<file path="config.mk">
export PLATFORM = sky130hd
export DESIGN_NAME = tdc_evfifo_flat
export DESIGN_NICKNAME = d
export VERILOG_FILES = /design/src/rtl/tdc_evfifo_pkg.sv /design/src/rtl/tdc_evfifo_if.sv /design/src/rtl/tdc_evfifo_mem.sv /design/src/rtl/tdc_evfifo.sv /design/src/flat_wrapper.sv
export SDC_FILE = /design/constraint.sdc
export NUM_CORES = 2
export LEC_CHECK = 0
export ABC_AREA = 1
export CAP_MARGIN = 20
export CORE_MARGIN = 2
export CORE_UTILIZATION = 55
export DETAILED_ROUTE_END_ITERATION = 6
export GPL_TIMING_DRIVEN = 0
export PLACE_DENSITY_LB_ADDON = 0.12
export SYNTH_ARGS = -nofsm -noshare
export SYNTH_HDL_FRONTEND = slang
export SYNTH_HIERARCHICAL = 1
export SYNTH_SLANG_ARGS = --single-unit
</file>
<file path="constraint.sdc">
create_clock -name sys_clk -period 6.6 [get_ports sys_clk]
set_input_delay 1.32 -clock sys_clk [delete_from_list [all_inputs] [get_ports sys_clk]]
set_output_delay 1.32 -clock sys_clk [all_outputs]
set_load 0.005 [all_outputs]
</file>
<file path="src/rtl/tdc_evfifo_pkg.sv">
// tdc_evfifo_pkg
//   Shared definitions for the TDC event FIFO CSR slave. This file holds the
//   register word offsets within the bank (csr_a[2:0]), the STAT/CTRL bit
//   positions, and the helper that computes the effective IRQ threshold.
//   The RTL and the testbench both use these definitions.
package tdc_evfifo_pkg;

  typedef enum logic [2:0] {
    REG_STAT = 3'd0,
    REG_TS   = 3'd1,
    REG_CHAN = 3'd2,
    REG_POP  = 3'd3,
    REG_CTRL = 3'd4,
    REG_OVF  = 3'd5
  } reg_off_e;

  localparam int STAT_EMPTY_BIT  = 16;
  localparam int STAT_FULL_BIT   = 17;
  localparam int STAT_OVF_BIT    = 18;
  localparam int CTRL_EN_BIT     = 0;
  localparam int CTRL_THRESH_LSB = 8;

  // A programmed threshold of 0 would assert the IRQ while the FIFO is
  // empty. To avoid that, a threshold of 0 is treated the same as 1.
  function automatic logic [7:0] eff_thresh(input logic [7:0] t);
    return (t == 8'd0) ? 8'd1 : t;
  endfunction

endpackage

</file>
<file path="src/rtl/tdc_evfifo_if.sv">
// tdc_evfifo_if
//   CSR bus between csrbrg and its slaves.
//   csr_a  : 14-bit word address; bits [13:10] select the bank
//   csr_we : write strobe
//   csr_di : write data (from the bridge)
//   csr_do : registered read data (from the slave; 0 when not selected)
interface tdc_evfifo_if;
  logic [13:0] csr_a;
  logic        csr_we;
  logic [31:0] csr_di;
  logic [31:0] csr_do;

  modport master (output csr_a, output csr_we, output csr_di, input csr_do);
  modport slave  (input csr_a, input csr_we, input csr_di, output csr_do);
endinterface

</file>
<file path="src/rtl/tdc_evfifo_mem.sv">
// tdc_evfifo_mem
//   Event storage for the FIFO. It is a dual-port RAM with a synchronous
//   write port and a synchronous read port. It also keeps a registered copy
//   of the current head entry.
//   sys_clk, sys_rst_n     : clock and synchronous active-low reset
//   wr_en/wr_addr/wr_data  : write port, used for pushes
//   head_from_wr           : load the head register from wr_data
//   head_from_rd           : load the head register from ram[rd_addr]
//   rd_addr                : address of the entry that follows the head
//   head                   : current head entry {chan, ts}
module tdc_evfifo_mem #(
  parameter int depth_log2 = 5,
  parameter int width      = 36
) (
  input  logic                  sys_clk,
  input  logic                  sys_rst_n,
  input  logic                  wr_en,
  input  logic [depth_log2-1:0] wr_addr,
  input  logic [width-1:0]      wr_data,
  input  logic                  head_from_wr,
  input  logic                  head_from_rd,
  input  logic [depth_log2-1:0] rd_addr,
  output logic [width-1:0]      head
);

  logic [width-1:0] ram [2**depth_log2];

  always_ff @(posedge sys_clk) begin
    if (wr_en)
      ram[wr_addr] <= wr_data;
  end

  // The write path has priority for the head register. It covers two cases:
  // a push into an empty FIFO, and a push+pop at level 1. In both cases the
  // new head is the word being written on this edge, and it is not yet
  // readable from the RAM.
  always_ff @(posedge sys_clk) begin
    if (!sys_rst_n)
      head <= '0;
    else if (head_from_wr)
      head <= wr_data;
    else if (head_from_rd)
      head <= ram[rd_addr];
  end

endmodule

</file>
<file path="src/rtl/tdc_evfifo.sv">
// tdc_evfifo
//   CSR-bus slave that buffers TDC timestamp events (channel + 32-bit
//   timestamp). The CPU reads the head entry and pops it through the CSR
//   bus. A level IRQ is raised when the fill level reaches the programmed
//   threshold.
//   sys_clk, sys_rst_n : clock and synchronous active-low reset
//   csr                : CSR bus (slave side); csr_do is registered
//   ev_stb             : one-cycle event strobe
//   ev_chan, ev_ts     : event channel and timestamp, sampled with ev_stb
//   irq                : registered level interrupt
module tdc_evfifo
  import tdc_evfifo_pkg::*;
#(
  parameter logic [3:0] csr_addr   = 4'h2,
  parameter int         depth_log2 = 5,
  parameter int         chan_w     = 4
) (
  input  logic              sys_clk,
  input  logic              sys_rst_n,
  tdc_evfifo_if.slave       csr,
  input  logic              ev_stb,
  input  logic [chan_w-1:0] ev_chan,
  input  logic [31:0]       ev_ts,
  output logic              irq
);

  localparam int PW = depth_log2 + 1;
  localparam int EW = chan_w + 32;

  logic [PW-1:0] wr_ptr, rd_ptr, rd_ptr_nxt, level;
  logic          empty, full, sel, do_pop, do_push, drop, ovf_clr, ctrl_wr;
  logic          irq_en, ovf_sticky;
  logic [7:0]    thresh;
  logic [15:0]   ovf_cnt;
  logic [EW-1:0] head;
  logic [31:0]   rd_data;
  reg_off_e      off;
  logic          unused_bits;

  // Full and empty both compare the two pointers. The extra MSB tells
  // whether the write pointer is one lap ahead of the read pointer.
  assign level      = wr_ptr - rd_ptr;
  assign empty      = (wr_ptr == rd_ptr);
  assign full       = (wr_ptr[PW-1] != rd_ptr[PW-1]) &&
                      (wr_ptr[PW-2:0] == rd_ptr[PW-2:0]);
  assign rd_ptr_nxt = rd_ptr + 1'b1;

  assign sel     = (csr.csr_a[13:10] == csr_addr);
  assign off     = reg_off_e'(csr.csr_a[2:0]);
  assign ovf_clr = sel & csr.csr_we & (off == REG_OVF);
  assign ctrl_wr = sel & csr.csr_we & (off == REG_CTRL);

  // A pop frees a slot on the same edge. For that reason a strobe that
  // arrives while the FIFO is full is accepted whenever it coincides with
  // a pop.
  assign do_pop  = sel & csr.csr_we & (off == REG_POP) & ~empty;
  assign do_push = ev_stb & (~full | do_pop);
  assign drop    = ev_stb & full & ~do_pop;

  assign unused_bits = ^{csr.csr_a[9:3], csr.csr_di[31:16], csr.csr_di[7:1],
                         rd_ptr_nxt[PW-1]};

  tdc_evfifo_mem #(
    .depth_log2 (depth_log2),
    .width      (EW)
  ) u_mem (
    .sys_clk      (sys_clk),
    .sys_rst_n    (sys_rst_n),
    .wr_en        (do_push),
    .wr_addr      (wr_ptr[PW-2:0]),
    .wr_data      ({ev_chan, ev_ts}),
    .head_from_wr (do_push & (empty | (do_pop & (level == PW'(1))))),
    .head_from_rd (do_pop),
    .rd_addr      (rd_ptr_nxt[PW-2:0]),
    .head         (head)
  );

  always_ff @(posedge sys_clk) begin
    if (!sys_rst_n) begin
      wr_ptr <= '0;
      rd_ptr <= '0;
    end else begin
      if (do_push) wr_ptr <= wr_ptr + 1'b1;
      if (do_pop)  rd_ptr <= rd_ptr_nxt;
    end
  end

  // If a clear and a drop happen on the same edge, the clear wins. This way
  // the CPU never sees a stale sticky bit right after acknowledging it.
  always_ff @(posedge sys_clk) begin
    if (!sys_rst_n) begin
      ovf_cnt    <= '0;
      ovf_sticky <= 1'b0;
    end else if (ovf_clr) begin
      ovf_cnt    <= '0;
      ovf_sticky <= 1'b0;
    end else if (drop) begin
      ovf_sticky <= 1'b1;
      if (ovf_cnt != 16'hFFFF) ovf_cnt <= ovf_cnt + 16'd1;
    end
  end

  always_ff @(posedge sys_clk) begin
    if (!sys_rst_n) begin
      irq_en <= 1'b0;
      thresh <= 8'd1;
    end else if (ctrl_wr) begin
      irq_en <= csr.csr_di[CTRL_EN_BIT];
      thresh <= csr.csr_di[CTRL_THRESH_LSB +: 8];
    end
  end

  always_ff @(posedge sys_clk) begin
    if (!sys_rst_n)
      irq <= 1'b0;
    else
      irq <= irq_en & (16'(level) >= 16'(eff_thresh(thresh)));
  end

  // The read mux always looks at the state before the current edge. If a
  // write and a read of the same register happen in one cycle, the read
  // returns the old value.
  always_comb begin
    rd_data = '0;
    case (off)
      REG_STAT: begin
        rd_data[15:0]          = 16'(level);
        rd_data[STAT_EMPTY_BIT] = empty;
        rd_data[STAT_FULL_BIT]  = full;
        rd_data[STAT_OVF_BIT]   = ovf_sticky;
      end
      REG_TS:   rd_data = empty ? 32'd0 : head[31:0];
      REG_CHAN: rd_data = empty ? 32'd0 : 32'(head[EW-1:32]);
      REG_CTRL: rd_data = {16'd0, thresh, 7'd0, irq_en};
      REG_OVF:  rd_data = {16'd0, ovf_cnt};
      default:  rd_data = '0;
    endcase
  end

  always_ff @(posedge sys_clk) begin
    if (!sys_rst_n)
      csr.csr_do <= '0;
    else
      csr.csr_do <= sel ? rd_data : 32'd0;
  end

endmodule

</file>
<file path="src/flat_wrapper.sv">
// flat-port wrapper written by rule: the top's interface ports become plain ports
module tdc_evfifo_flat import tdc_evfifo_pkg::*;
#(
  parameter logic [3:0] csr_addr   = 4'h2,
  parameter int         depth_log2 = 5,
  parameter int         chan_w     = 4
)
  (sys_clk, sys_rst_n, ev_stb, ev_chan, ev_ts, irq, csr_csr_a, csr_csr_we, csr_csr_di, csr_csr_do);
  tdc_evfifo_if csr_i ();
  input  logic sys_clk;
  input  logic sys_rst_n;
  input  logic ev_stb;
  input  logic [chan_w-1:0] ev_chan;
  input  logic [31:0] ev_ts;
  output logic irq;
  input wire logic [$bits(csr_i.csr_a)-1:0] csr_csr_a;
  input wire logic [$bits(csr_i.csr_we)-1:0] csr_csr_we;
  input wire logic [$bits(csr_i.csr_di)-1:0] csr_csr_di;
  output wire logic [$bits(csr_i.csr_do)-1:0] csr_csr_do;
  assign csr_i.csr_a = csr_csr_a;
  assign csr_i.csr_we = csr_csr_we;
  assign csr_i.csr_di = csr_csr_di;
  assign csr_csr_do = csr_i.csr_do;
  tdc_evfifo #(.csr_addr(csr_addr), .depth_log2(depth_log2), .chan_w(chan_w)) u_core (.sys_clk(sys_clk), .sys_rst_n(sys_rst_n), .csr(csr_i), .ev_stb(ev_stb), .ev_chan(ev_chan), .ev_ts(ev_ts), .irq(irq));
endmodule
</file>
==> results.ini <==
[yosys]
synth_compound_area_share_pct=1.826
synth_fp_nets=4756
muxShareOfSynthArea_pct=0
synth-xor-area-share_pct=0.3199
synth_area_per_cell_um2=11.17
postSynthCellCount=4655
synth.ff_latch_count=1259
ys_seq_area_share_pct=70.62
synth_simple_gate_area_share_pct=22.80
ys_async_sr_fraction_pct=0
ys.flop_type=edfxtp_1
synth_adder_area_share_pct=0.3752
synth_top_family_by_area=simple AND/OR/NAND/NOR gates
synthesis.area_um2=52020
synth_edf_count=1152
yosysUniqueCellTypes=40
yosysWarnings=6

[outcome]
status=completed

[global_routing]
antenna_found_initial=8
grt_pass1_wl_mm=227.3
grt_overflow=0
grt_max_degree=34
track_usage_pct=32.74
grt_pass1_vias=33658

[sta]
fin_ws_ns=2.106
rsz0062_at_grt=false
finalSetupViolCount=0
clock_skew_ns=0.01948
hold_violations=0
fin_crit_sh_pct=68.09
min_period_ns=4.494
fmax_mhz=222.5
final_max_slew_viol_count=0
worstMarginPinSlew_ns=1.219
slew_headroom_pct=18.51

[final_layout]
fillers=7248
syn_to_final_growth_pct=14.73
drive_gt1_share_pct=10.34
layout.nets=5022
seqCellArea_um2=36740
final_util_pct=63.85
multi_input_area_um2=13410
instances_no_fill=6278

[critical_path]
worstPathCellList=clkdlybuf4s50_1 -> nand2_1 -> nor2_2 -> nand3_1 -> nand2_1 -> nand2_2 -> inv_1 -> nand3_1 -> nor2_4 -> buf_16
worstSetupPathType=input pin to flip-flop
end_kind=flip-flop
cp_max_fo=20
cp-start-kind=input pin
arrival_ns=4.92
cp_slowest_cell=nor2_4
cp.buffers_inverters=3
max_stage_delay_ns=0.94
critical_path.top_delay_family=simple AND/OR/NAND/NOR gates
required_ns=7.02

[power_and_ir_drop]
p_leak_nw=21.89
irDropWorstVdd_mv=0.3107
p_total_mw=16.50
p_per_area_nw_per_um2=276.5

[cts]
htree_levels=4
cts.sinks=1259
cts_root_buf=clkbuf_16
numCtsBuffers=131
cts_hold_buf=0
ctsResizeCount=0
clk_pin_slew_ns=0.06
post-cts-setup-buffer-count=0
cts.path.max_buffers=3
tritoncts=done
insertion_delay_ns=0.74

[detailed_routing]
num_vias=37001
vias_per_cell=5.894
routed_wl_mm=160.4
drtIter0Drc=4961
drt_first_pass_iters=6
drc=0
antenna_left=0
detail_route.wl_per_cell_um=25.55

[floorplanning]
die_h_um=311.5
die_w_um=311.5
rows=112
initial_core_util_pct=55.65
io_pins=119
die_area_um2=97050
core_um2=93470

[placed_design]
dp.cells=6042
portBuffers=88
dp_worst_setup_slack_ns=1.422
dp_hpwl_mm=107.6
place_congestion=0.9683

[run]
maxCapViolCount=0

[worst_hold_path]
min_path_type=flip-flop to flip-flop

==> cells in the mapped netlist, types with 36 or more instances <==
| master | instances | area [µm²] |
|---|---|---|
| a21oi_1 | 84 | 420.4 |
| a22oi_1 | 38 | 285.3 |
| buf_2 | 101 | 505.5 |
| buf_4 | 41 | 307.8 |
| buf_6 | 60 | 675.7 |
| clkbuf_1 | 36 | 135.1 |
| dfxtp_1 | 107 | 2142 |
| edfxtp_1 | 1152 | 34590 |
| inv_1 | 84 | 315.3 |
| nand2_1 | 1857 | 6970 |
| nand3_1 | 867 | 4339 |
| nor2_1 | 88 | 330.3 |
==> metrics by stage <==
step | hold slack [ns] | area, µm² | setup TNS, ns
floorplan | 0.4080 | 52020 | 0
global placement | 0.4239 | 54470 | -39.44
detailed placement | 0.4290 | 55500 | 0
CTS | 0.4445 | 59670 | 0
global route | 0.4609 | 59670 | 0
finish | 0.4476 | 59680 | 0
==> power by group <==
part           total [mW]  internal, mW  switching (mW)
combinational       0.481         0.112           0.369
sequential           8.79          8.76          0.0262
clock                7.24          4.27            2.97
==> flip-flops by register name, summed over array words and instances (netlist names) <==
signal             cells
u_core/ovf_sticky      1
u_core/irq_en          1
u_core/thresh          8
u_core/rd_ptr          6
u_core/u_mem/head     36
u_core/irq             1
u_core/ovf_cnt        16
u_core/csr.csr_do     32
u_core/u_mem/ram    1152
u_core/wr_ptr          6
==> final timing paths <==
| kind | from | to | slack (ns) | depth (start not counted) |
|---|---|---|---|---|
| worst max-delay path | csr_csr_a[0] | u_core/u_mem/ram[2][5]$_DFFE_PP_ | 2.11 | 10 |
| worst min-delay path | u_core/u_mem/head[21]$_SDFFE_PN0P_ | u_core/csr.csr_do[21]$_SDFF_PP0_ | 0.45 | 2 |
| worst max register to register | u_core/wr_ptr[0]$_SDFFE_PN0P_ | u_core/u_mem/ram[2][5]$_DFFE_PP_ | 2.28 | 12 |
| worst min register to register | u_core/u_mem/head[21]$_SDFFE_PN0P_ | u_core/csr.csr_do[21]$_SDFF_PP0_ | 0.45 | 2 |
==> worst min-delay path, cell delays in order, from the launching register on <==
cell and delay (ns):
dfxtp_1 0.31, inv_1 0.05, nor2_1 0.04
==> cells in the final DEF (no fill, tap or decap), drive strengths merged, types with 15 or more instances in the layout <==
| cell | netlist | routed |
|---|---|---|
| a21oi | 89 | 89 |
| a22oi | 38 | 38 |
| buf | 231 | 312 |
| clkbuf | 36 | 218 |
| clkdlybuf4s50 | 0 | 52 |
| clkinv | 4 | 40 |
| dfxtp | 107 | 107 |
| edfxtp | 1152 | 1152 |
| inv | 91 | 95 |
| nand2 | 1865 | 1865 |
| nand3 | 871 | 871 |
| nor2 | 92 | 92 |
| o21ai | 19 | 19 |
| xor2 | 15 | 15 |
==> layer usage <==
| layer | vias up | GRT usage (%) | wire (µm) |
|---|---|---|---|
| li1 | 16630 | - | - |
| met1 | 18070 | 48.76 | 66680 |
| met2 | 2015 | 47.94 | 69510 |
| met3 | 282 | 6.089 | 17820 |
| met4 | 4 | 12.75 | 6342 |
| met5 | - | 0 | 21 |
==> cells by family (layout without fill, tap and decap cells) <==
group                    count (synthesis)  count (layout)
AND/OR/NAND/NOR                       2840            2840
AO/OA/AOI/OAI                          160             160
buffers and inverters                  362             728
other                                    0               3
flip-flops                            1259            1259
adder cells (fa/ha/maj)                 15              15
XOR/XNOR                                19              19
==> layout make-up <==
| cell class | instances | share of cell area [%] |
|---|---|---|
| sequential | 1259 | 61.55 |
| multi-input combinational | 3034 | 22.47 |
| clock buffer | 182 | 6.164 |
| buffer | 267 | 2.922 |
| timing repair buffer | 133 | 2.809 |
| tap | 1254 | 2.629 |
| clock inverter | 51 | 0.8239 |
| inverter | 95 | 0.6143 |
| antenna | 3 | 0.01258 |
Power figures use the tool's default switching activity.
